File: src/rtl/z80_intctl_nch.sv
// N-channel Z80 IM2 interrupt controller with in-service tracking and EOI.
// Channel 0 has the highest priority. A channel that is in service blocks itself
// and every lower-priority channel until an EOI clears it.
module z80_intctl_nch #(
    parameter int unsigned NCH      = 8,
    parameter logic [7:0]  VEC_BASE = 8'h80,
    parameter bit          NEST     = 1'b1
) (
    input  logic           clk,
    input  logic           rst_n,
    input  logic           m1_n,
    input  logic           iorq_n,
    output logic           int_n,
    output logic [7:0]     int_vector,
    input  logic [NCH-1:0] int_stbs,
    input  logic           ena_wr,
    input  logic           req_wr,
    input  logic           eoi_wr,
    input  logic [NCH-1:0] wr_mask,
    input  logic           wr_set,
    output logic [NCH-1:0] ena_rd,
    output logic [NCH-1:0] req_rd,
    output logic [NCH-1:0] isr_rd
);
    localparam int unsigned IW       = $clog2(NCH);
    localparam logic [7:0]  SPUR_VEC = VEC_BASE + 8'(2 * NCH);

    logic           m1_r, m1_rr, iorq_r, iorq_rr;
    logic           m1_beg, iorq_beg, ack;
    logic [NCH-1:0] ena_q, ena_d, req_q, req_d, isr_q, isr_d;
    logic           win_vld_q, win_vld_d;
    logic [IW-1:0]  win_idx_q, win_idx_d;
    logic [NCH-1:0] blk, pend, ack_hit, eoi_clr;
    logic           pick_vld;
    logic [IW-1:0]  pick_idx;

    // Two-flop synchronisers for the asynchronous bus strobes; idle level is high.
    always_ff @(posedge clk or negedge rst_n) begin
        if (!rst_n) begin
            m1_r    <= 1'b1;
            m1_rr   <= 1'b1;
            iorq_r  <= 1'b1;
            iorq_rr <= 1'b1;
        end else begin
            m1_r    <= m1_n;
            m1_rr   <= m1_r;
            iorq_r  <= iorq_n;
            iorq_rr <= iorq_r;
        end
    end

    assign m1_beg   = m1_rr & ~m1_r;
    assign iorq_beg = iorq_rr & ~iorq_r;
    // IORQ falling while M1 is (already) low marks the INTACK cycle.
    assign ack      = iorq_beg & ~m1_rr;

    // Nesting mask, pending set and fixed-priority pick of the lowest pending index.
    always_comb begin
        logic isr_seen;
        isr_seen = 1'b0;
        blk      = '0;
        pick_vld = 1'b0;
        pick_idx = '0;
        for (int i = 0; i < NCH; i++) begin
            isr_seen = isr_seen | isr_q[i];
            blk[i]   = NEST & isr_seen;
        end
        pend = req_q & ena_q & ~blk;
        for (int i = int'(NCH) - 1; i >= 0; i--) begin
            if (pend[i]) begin
                pick_vld = 1'b1;
                pick_idx = IW'(i);
            end
        end
    end

    // Acknowledged channel decode and EOI clear set (explicit mask or lowest in service).
    always_comb begin
        logic found;
        found   = 1'b0;
        ack_hit = '0;
        eoi_clr = '0;
        for (int i = 0; i < NCH; i++) begin
            ack_hit[i] = ack & win_vld_q & (win_idx_q == IW'(i));
            if (isr_q[i] && !found) begin
                eoi_clr[i] = 1'b1;
                found      = 1'b1;
            end
        end
        if (wr_mask != '0) begin
            eoi_clr = wr_mask;
        end
    end

    // Next-state for enable, request, in-service and latched winner.
    always_comb begin
        ena_d     = ena_q;
        req_d     = req_q;
        isr_d     = isr_q;
        win_vld_d = win_vld_q;
        win_idx_d = win_idx_q;
        for (int i = 0; i < NCH; i++) begin
            if (ena_wr && wr_mask[i]) begin
                ena_d[i] = wr_set;
            end
            // A fresh strobe wins over the ack clear so no request is lost.
            if (int_stbs[i]) begin
                req_d[i] = 1'b1;
            end else if (ack_hit[i]) begin
                req_d[i] = 1'b0;
            end else if (req_wr && wr_mask[i]) begin
                req_d[i] = wr_set;
            end
            if (!NEST) begin
                isr_d[i] = 1'b0;
            end else if (ack_hit[i]) begin
                isr_d[i] = 1'b1;
            end else if (eoi_wr && eoi_clr[i]) begin
                isr_d[i] = 1'b0;
            end
        end
        if (m1_beg) begin
            win_vld_d = pick_vld;
            win_idx_d = pick_idx;
        end
    end

    // Controller state and the registered INT_n.
    always_ff @(posedge clk or negedge rst_n) begin
        if (!rst_n) begin
            ena_q     <= {{(NCH-1){1'b0}}, 1'b1};
            req_q     <= '0;
            isr_q     <= '0;
            win_vld_q <= 1'b0;
            win_idx_q <= '0;
            int_n     <= 1'b1;
        end else begin
            ena_q     <= ena_d;
            req_q     <= req_d;
            isr_q     <= isr_d;
            win_vld_q <= win_vld_d;
            win_idx_q <= win_idx_d;
            int_n     <= ~(|pend);
        end
    end

    assign int_vector = win_vld_q ? (VEC_BASE + 8'({win_idx_q, 1'b0})) : SPUR_VEC;
    assign ena_rd     = ena_q;
    assign req_rd     = req_q;
    assign isr_rd     = isr_q;

endmodule
File: config.mk
export PLATFORM = sky130hd
export DESIGN_NAME = z80_intctl_nch
export DESIGN_NICKNAME = d
export VERILOG_FILES = /design/src/rtl/z80_intctl_nch.sv
export SDC_FILE = /design/constraint.sdc
export NUM_CORES = 1
export LEC_CHECK = 0
export ABC_AREA = 1
export ABC_CLOCK_PERIOD_IN_PS = 1700
export CAP_MARGIN = 20
export CORE_MARGIN = 1
export CORE_UTILIZATION = 45
export CTS_CLUSTER_DIAMETER = 100
export CTS_CLUSTER_SIZE = 10
export DETAILED_ROUTE_END_ITERATION = 6
export HOLD_SLACK_MARGIN = 0.1
export PLACE_DENSITY = 0.76
export REMOVE_ABC_BUFFERS = 1
export SLEW_MARGIN = 5
export SYNTH_ARGS = -nofsm -noshare
export SYNTH_HDL_FRONTEND = slang
export SYNTH_SLANG_ARGS = --single-unit
File: constraint.sdc
create_clock -name clk -period 1.7 [get_ports clk]
set_input_delay 0.425 -clock clk [delete_from_list [all_inputs] [get_ports clk]]
set_output_delay 0.425 -clock clk [all_outputs]
set_load 0.02 [all_outputs]
==> flow_metrics.py, run 1 <==
metrics = {
    "status": {
        "status": "finished clean",
    },
    "routing": {
        "drc_errors": 0,
        "drt-total-wl_um": 4320,
        "dr.pass1.iters": 4,
        "wire_per_inst_um": 12.9,
        "drt_iter0_drc": 88,
        "viasPerCell": 4.93,
        "ant_nets": 0,
        "routed-via-count": 1652,
    },
    "critical_path": {
        "cp_data_arrival_time_ns": 1.76,
        "crit_fanout": 8,
        "critPathCaptureType": "flop",
        "critical_path_required_ns": 1.86,
        "r2r_start": "isr_rd[0]$_DFFE_PN0P_",
        "crit_type": "in2reg",
        "startpoint_type": "primary input",
        "startpoint": "wr_mask[4]",
    },
    "logic_synthesis": {
        "avgSynthCellArea_sq_um": 7.68,
        "yosysWarnings": 0,
        "synth_area_sq_mm": 0.00168,
        "ys_seq_elements": 33,
        "ys_seq_area_share_pct": 49.6,
        "synth_cell_types": 20,
        "synthCells": 219,
    },
    "cts": {
        "clockRootBuffer": "clkbuf_8",
        "clock-sinks": 33,
        "h-tree-depth": 2,
        "cts_tree": "built",
        "cts_buffer_depth": 2,
        "clkLatencyLatePin_ns": 0.28,
        "cts_hold_buf": 0,
        "clk_pin_slew_ns": 0.06,
        "numCtsBuffers": 5,
    },
    "min_path": {
        "hold_path_class": "reg2reg",
        "hold_start": "iorq_r$_DFF_PN1_",
    },
    "power_and_ir_drop": {
        "fin_total_pwr_uw": 2470,
        "p_per_area_mw_per_mm2": 987,
        "p_leak_uw": 0.00131,
        "peakVddDrop_uv": 645,
    },
    "layout": {
        "fillerInstances": 300,
        "antennaDiodeCount": 0,
        "mostFrequentLayoutCell": "nand2_1",
        "design_area_sq_mm": 0.00251,
        "finalNetCount": 312,
        "drive_gt1_share_pct": 12.5,
        "multi_input_area_sq_um": 696,
        "syn_to_final_growth_pct": 49.1,
        "seq_area_sq_um": 835,
        "layout_common_cells": "nand2_1 (55), inv_1 (33), dfrtp_1 (26), clkdlybuf4s50_1 (23), dlygate4sd2_1 (21)",
    },
    "timing": {
        "finalHoldViolCount": 0,
        "setup_viol": 0,
        "timing.fmax_ghz": 0.625,
        "min_period_over_period_pct": 94.1,
        "finalMaxSlewViolations": 0,
        "finalClockSkew_ns": 0.00911,
        "worst_slack_ns": 0.101,
        "period_needed_ns": 1.60,
    },
    "floorplan": {
        "pin_count": 57,
        "initial_core_util_pct": 48.5,
        "rows": 21,
        "dieArea_sq_mm": 0.00399,
        "die_w_um": 63.1,
        "core_sq_mm": 0.00347,
        "die_h_um": 63.1,
    },
    "run": {
        "cap_violations": 0,
    },
    "grt": {
        "grt_first_pass_wirelength_um": 7280,
        "grt_max_degree": 34,
        "grt-ovfl-total": 0,
        "antenna_found_initial": 0,
        "grt_pass1_vias": 1511,
        "track_usage_pct": 24.0,
    },
    "place": {
        "postPlaceCellArea_sq_mm": 0.00236,
        "routabilityCongestion": 0.852,
        "hpwlAfterDp_um": 3190,
        "preCtsSetupSlack_ns": -0.201,
        "port_buffers": 52,
    },
}
-- metrics by stage --
| stage | std cells | hold slack [ns] | utilization [%] | TNS (ns) |
|---|---|---|---|---|
| floorplan | 213 | 0.129 | - | 0 |
| global placement | 324 | 0.360 | 68.0 | -1.18 |
| detailed placement | 324 | 0.360 | 68.0 | -1.49 |
| CTS | 333 | 0.370 | 70.8 | 0 |
| global route | 335 | 0.374 | 72.3 | -0.00377 |
| finish | 335 | 0.368 | 72.3 | 0 |
-- path summary, 6_finish.rpt --
| path | to | slack (ns) | cells past startpoint |
|---|---|---|---|
| min in group asynchronous | win_idx_q[0]$_DFFE_PN0P_ | 0.51 | 2 |
| worst max-delay path | isr_rd[4]$_DFFE_PN0P_ | 0.10 | 7 |
| max in group asynchronous | iorq_rr$_DFF_PN1_ | 0.94 | 2 |
| worst min-delay path | iorq_rr$_DFF_PN1_ | 0.37 | 0 |
| worst min register to register | iorq_rr$_DFF_PN1_ | 0.37 | 0 |
| worst max register to register | win_idx_q[0]$_DFFE_PN0P_ | 0.14 | 11 |
-- per-layer routing --
layer	GRT usage, %	up-vias	share of wire, %
li1	-	837	-
met1	33.1	731	45
met2	36.6	77	45
met3	5.62	7	8.4
met4	8.72	0	1.4
met5	0	-	0
-- critical path, cell delays in order --
cell and delay (ns):
clkdlybuf4s50_1 0.44, or2_4 0.27, nor4_4 0.21, buf_6 0.17
a21oi_1 0.06, o21ai_1 0.11, o21ai_1 0.08
-- kinds of logic after synthesis --
kind of cell	share of synthesized area, %
and+or+nand+nor	21.9
AOI/OAI and AO/OA	17.8
buffers and inverters	10.3
DFF	49.6
other	0.447
-- layout make-up --
| class | count | share of cell area (%) |
|---|---|---|
| clock buffer | 7 | 3.44 |
| clock inverter | 1 | 1.20 |
| inverter | 34 | 5.09 |
| multi-input combinational | 146 | 27.7 |
| sequential | 33 | 33.3 |
| tap | 46 | 2.30 |
| timing repair buffer | 68 | 26.9 |
-- power breakdown --
| group | switching, uW | internal [uW] |
|---|---|---|
| Combinational | 445 | 311 |
| Clock | 280 | 478 |
| Sequential | 83.8 | 877 |
| Total | 809 | 1670 |
-- cell usage after synthesis --
library cell,n,area share [%]
buf_4,4,1.8
o21ai_0,16,4.8
a21oi_1,15,4.5
nor4_4,1,1.3
nand3b_1,1,0.45
nand2_1,55,12
nor3_1,2,0.60
nor2_1,18,4.0
or2_4,1,0.52
a31oi_1,9,3.3
o21ai_1,10,3.0
dfrtp_1,27,40
a21o_1,5,2.2
inv_1,34,7.6
conb_1,2,0.45
clkbuf_1,4,0.89
nand4_1,1,0.37
nor2_2,1,0.37
dfstp_2,6,9.4
nand3_1,7,2.1
-- state kept, by name, summed over array words and instances, names as in the netlist --
register and count:
iorq_rr 1, ena_rd 8, win_idx_q 3, iorq_r 1, m1_rr 1, isr_rd 8, win_vld_q 1, req_rd 8
m1_r 1, int_n 1
-- what timing repair did --
action	CTS	global route
endpoints found under the hold margin	0	0
setup endpoints to repair	21	14
pin swaps	0	2
resized for setup	21	14
setup buffers	1	2
No activity file was read; power rests on OpenSTA's default activity.
==> run 2: changes to the inputs <==
Settings changed: SLEW_MARGIN 5 to 10.
==> results of run 2 <==
The final DEF is identical to that of run 1; final timing and power are the same.
